[src/rtl/dtc_array.sv]
// Multi-channel digital-to-time converter: each channel outputs a pulse whose length is
// its code times (prescale+1) clk cycles, all channels sharing one tick counter.
module dtc_array #(
    parameter int WIDTH    = 8,
    parameter int CHANNELS = 4,
    parameter int PRESC_W  = 4
) (
    input  logic                      clk,
    input  logic                      rst,
    input  logic [CHANNELS*WIDTH-1:0] dtc_in,
    input  logic [WIDTH-1:0]          period,
    input  logic [PRESC_W-1:0]        prescale,
    input  logic                      mode,
    input  logic                      trig,
    input  logic                      stop,
    output logic [CHANNELS-1:0]       dtc_out,
    output logic                      busy,
    output logic                      done
);

    typedef enum logic {
        S_IDLE = 1'b0,
        S_RUN  = 1'b1
    } state_t;

    state_t               r_state;
    logic [WIDTH-1:0]     r_count;
    logic [PRESC_W-1:0]   r_presc;
    logic [PRESC_W-1:0]   r_prescale;
    logic [WIDTH-1:0]     r_period;
    logic                 r_mode;
    logic [WIDTH-1:0]     r_code [CHANNELS];
    logic [CHANNELS-1:0]  r_dtc_out;
    logic                 r_done;

    logic                 w_tick;
    logic                 w_end_tick;
    logic [WIDTH-1:0]     w_max_code;

    // NOTE: every variable written here gets a default before the loop, so no latch is inferred.
    always_comb begin
        w_max_code = '0;
        for (int i = 0; i < CHANNELS; i++) begin
            if (r_code[i] > w_max_code) begin
                w_max_code = r_code[i];
            end
        end
    end

    assign w_tick     = (r_state == S_RUN) && (r_presc == r_prescale);
    // One-shot ends after the longest channel; continuous ends on the latched frame length.
    assign w_end_tick = r_mode ? (r_count == r_period) : (r_count == w_max_code);

    // NOTE: sequential state uses non-blocking assignments so every flop samples pre-edge values.
    always_ff @(posedge clk or posedge rst) begin
        if (rst) begin
            r_state    <= S_IDLE;
            r_count    <= '0;
            r_presc    <= '0;
            r_prescale <= '0;
            r_period   <= '0;
            r_mode     <= 1'b0;
            r_dtc_out  <= '0;
            r_done     <= 1'b0;
            // NOTE: the code latch array is only a few flops and must read as zero after reset.
            for (int i = 0; i < CHANNELS; i++) begin
                r_code[i] <= '0;
            end
        end else begin
            r_done <= 1'b0;
            if (stop) begin
                r_state   <= S_IDLE;
                r_dtc_out <= '0;
            end else if (trig) begin
                for (int i = 0; i < CHANNELS; i++) begin
                    r_code[i] <= dtc_in[i*WIDTH +: WIDTH];
                end
                r_period   <= period;
                r_prescale <= prescale;
                r_mode     <= mode;
                r_count    <= '0;
                r_presc    <= '0;
                r_dtc_out  <= '0;
                r_state    <= S_RUN;
            end else if (r_state == S_RUN) begin
                if (w_tick) begin
                    r_presc <= '0;
                    r_count <= r_count + 1'b1;
                    for (int i = 0; i < CHANNELS; i++) begin
                        r_dtc_out[i] <= (r_count < r_code[i]) && !w_end_tick;
                    end
                    if (w_end_tick) begin
                        r_done <= 1'b1;
                        if (r_mode) begin
                            r_count <= '0;
                            for (int i = 0; i < CHANNELS; i++) begin
                                r_code[i] <= dtc_in[i*WIDTH +: WIDTH];
                            end
                        end else begin
                            r_state <= S_IDLE;
                        end
                    end
                end else begin
                    r_presc <= r_presc + 1'b1;
                end
            end
        end
    end

    assign dtc_out = r_dtc_out;
    assign busy    = (r_state == S_RUN);
    assign done    = r_done;

endmodule

[config.mk]
export PLATFORM = sky130hd
export DESIGN_NAME = dtc_array
export DESIGN_NICKNAME = d
export VERILOG_FILES = /design/src/rtl/dtc_array.sv
export SDC_FILE = /design/constraint.sdc
export NUM_CORES = 1
export LEC_CHECK = 0
export CORE_ASPECT_RATIO = 0.9
export CORE_UTILIZATION = 40
export CTS_BUF_LIST = sky130_fd_sc_hd__clkbuf_4
export CTS_CLUSTER_DIAMETER = 150
export CTS_CLUSTER_SIZE = 20
export DETAILED_ROUTE_END_ITERATION = 7
export GPL_ROUTABILITY_DRIVEN = 0
export PLACE_DENSITY = 0.62
export SLEW_MARGIN = 10
export SYNTH_ARGS = -nofsm -noshare
export SYNTH_HDL_FRONTEND = slang
export SYNTH_SLANG_ARGS = --single-unit
[constraint.sdc]
create_clock -name clk -period 17 [get_ports clk]
set_clock_uncertainty 0.05 [all_clocks]
set_input_delay 1.7 -clock clk [delete_from_list [all_inputs] [get_ports clk]]
set_output_delay 1.7 -clock clk [all_outputs]
set_load 0.02 [all_outputs]
==> flow_summary.toml <==
[routing]
drtAntennaViolNets = 0
vias_per_cell = 6.153
post-route-drc-count = 0
dr_total_vias = 5421
wirelength_mm = 16.28
drtIter0Drc = 422
routedWlPerCell_um = 18.48
dr.pass1.iters = 6

[timing]
tns_ns = 0
max_freq_ghz = 0.1232
finalHoldViolCount = 0
min_period_ns = 8.116
worst_hold_slack_ns = 0.4958
drv_slew = 0
fin_crit_sh_pct = 47.74
rsz0062_at_grt = "false"
setup_viol = 0
slew_headroom_pct = 26.05
tightestPinTransition_ns = 1.109

[outcome]
status = "completed"

[min_path]
hp-class = "reg -> reg"
min_to = "dtc_out[3]$_DFFE_PP0P_"
whs_path_depth = 2
min-delay-start = "dtc_out[3]$_DFFE_PP0P_"

[worst_setup_path]
critPathMaxFanout = 73
rrSetupSlack_ns = 8.88
worstPathRequired_ns = 17.27
cp-end-kind = "flop"
r2r_end = "r_count[5]$_DFFE_PP0P_"
setup.worst_path.start = "r_code[30]$_DFFE_PP0P_"
critical_path_class = "reg -> reg"
cp.arrival_ns = 8.39
reg2regPathDepth = 25
start_kind = "flop"
r2r-start = "r_code[30]$_DFFE_PP0P_"

[synth]
syn_area_um2 = 5588
ys_ff_latch = 63
yosysTopAreaCellShare_pct = 28.21
ys_top_cells_by_area = "dfrtp_1, ha_1, nand3_1"
syn_area_per_cell_um2 = 8.098
synth_top_area_cell = "dfrtp_1"
ys.flop_type = "dfrtp_1"
synth.most_common_cell = "nand3_1"
ys.warnings.count = 0
syn_inst = 690
seq_area_frac_synth_pct = 28.21
synth_cell_types = 59
synthArstFlopShare_pct = 100.0
synth_edf_count = 0
syn-num-nets = 793
synth.top_cells.by_count = "nand3_1, dfrtp_1, ha_1, inv_1, nor2_1"

[grt]
grt_max_degree = 89
antenna_found_initial = 0
gr-usage-all-layers_pct = 23.99
grt_pass1_wl_mm = 27.07
grt_pass1_vias = 5196
gr-total-overflow = 0

[cells_and_area]
diodes = 0
seqCellArea_um2 = 1578
drive_gt1_share_pct = 6.592
fin_cells = 881
areaGrowthSynthToFinish_pct = 12.61
multiInputGateArea_um2 = 3590
fillers = 1308
final_cell_area_um2 = 6292
nets = 811

[placement]
dp_hpwl_mm = 10.99
place_area_um2 = 6157
dp.cells = 865
io_buffers = 54

[flow_run]
max_cap_violations = 0

[floorplanning]
initial_core_util_pct = 41.35
ios = 55
num_rows = 40
core_area_um2 = 13510
die_area_um2 = 14450
die_h_um = 114.1
die_w_um = 126.6

[clock_network]
post_cts_buffers = 0
cts_tree = "built"
cts_resized = 0
cts_max_level = 3
cts.sinks = 63
clk_pin_slew_ns = 0.13
clock_path_buffers = 2
insertion_delay_ns = 0.47
cts-root-buf = "clkbuf_4"
numCtsBuffers = 9
hold_buffers = 0

[power]
p_leak_uw = 0.002865
irDropWorstVdd_mv = 0.09194
p_per_area_nw_per_um2 = 149.2
per-stage QoR:
step | util (%) | setup WS [ns] | power, µW
2_1_floorplan | - | 10.76 | 696.2
3_3_place_gp | 45.56 | 9.236 | 810.6
3_5_place_dp | 45.56 | 8.957 | 828.4
4_1_cts | 46.56 | 8.910 | 940.6
5_1_grt | 46.56 | 8.112 | 1020
6_report | 46.56 | 8.884 | 939.1
power breakdown:
group	internal (µW)	total (µW)	switching, µW
clock	45.9	110	64.2
sequential	167	196	29.5
combinational	250	633	382
total	463	939	476
logic make-up after synthesis:
| logic type | share of synthesized area, % |
|---|---|
| xor gates and xnor gates | 0.4703 |
| and+or+nand+nor | 22.41 |
| buffers and inverters | 7.904 |
| adders and majority gates | 12.09 |
| AOI/OAI and AO/OA | 28.10 |
| DFF | 28.21 |
| muxes | 0.8060 |
state kept, by name (all words and copies together) (netlist names):
signal,cells
busy,1
done,1
dtc_out,4
r_code,32
r_count,8
r_mode,1
r_period,8
r_presc,4
r_prescale,4
layout by cell type (no fill, tap or decap), types with 16 or more instances in the layout:
cell type / instances
o21ai_0: 38
a311o_1: 20
inv_1: 51
a21o_1: 23
nand3_1: 86
clkdlybuf4s50_1: 53
dfrtp_1: 62
ha_1: 54
a21oi_1: 20
nor2_1: 51
nand2_1: 50
o311ai_0: 16
layer usage:
metal	GRT usage (%)	vias to the layer above	wire length (µm)
met5	0	-	0
met4	9.558	0	488
met3	5.607	43	898
met2	37.05	181	7049
met1	32.44	2570	7842
li1	-	2627	-
worst max-delay path by stage:
| stage | end | cells after the start |
|---|---|---|
| 6_report | r_count[5]$_DFFE_PP0P_ | 25 |
| 2_1_floorplan | r_code[10]$_DFFE_PP0P_ | 30 |
| 3_5_place_dp | r_count[5]$_DFFE_PP0P_ | 25 |
| 5_1_grt | r_count[0]$_DFFE_PP0P_ | 24 |
| 3_3_place_gp | r_count[7]$_DFFE_PP0P_ | 25 |
| 4_1_cts | r_count[5]$_DFFE_PP0P_ | 25 |
final cells by class:
type	count	share of cell area, %
sequential	63	25.07
tap	168	3.341
multi-input combinational	521	57.05
clock inverter	6	0.9545
inverter	53	3.162
clock buffer	10	1.193
timing repair buffer	60	9.226
worst max-delay path, stage by stage (launching register included):
cell and delay [ns]:
dfrtp_1 0.42, inv_1 0.16, ha_1 0.27, and4_1 0.22, nand2_1 0.09, and2_1 0.54
o21a_1 0.26, nor2_1 0.06, ha_1 0.30, a211o_1 0.14, o211ai_2 0.15, a31oi_4 0.34
and2_1 0.49, nor3_1 0.14, nand2b_1 0.17, ha_1 0.29, nor2b_1 0.13, o211ai_1 0.15
a21oi_1 0.11, o31ai_2 0.77, nand2_1 0.10, o311a_1 0.32, nor4_1 0.50, nand4_4 0.89
nor2_1 0.71, a211oi_1 0.14
Note: power is estimated with default switching activity, not from simulation.
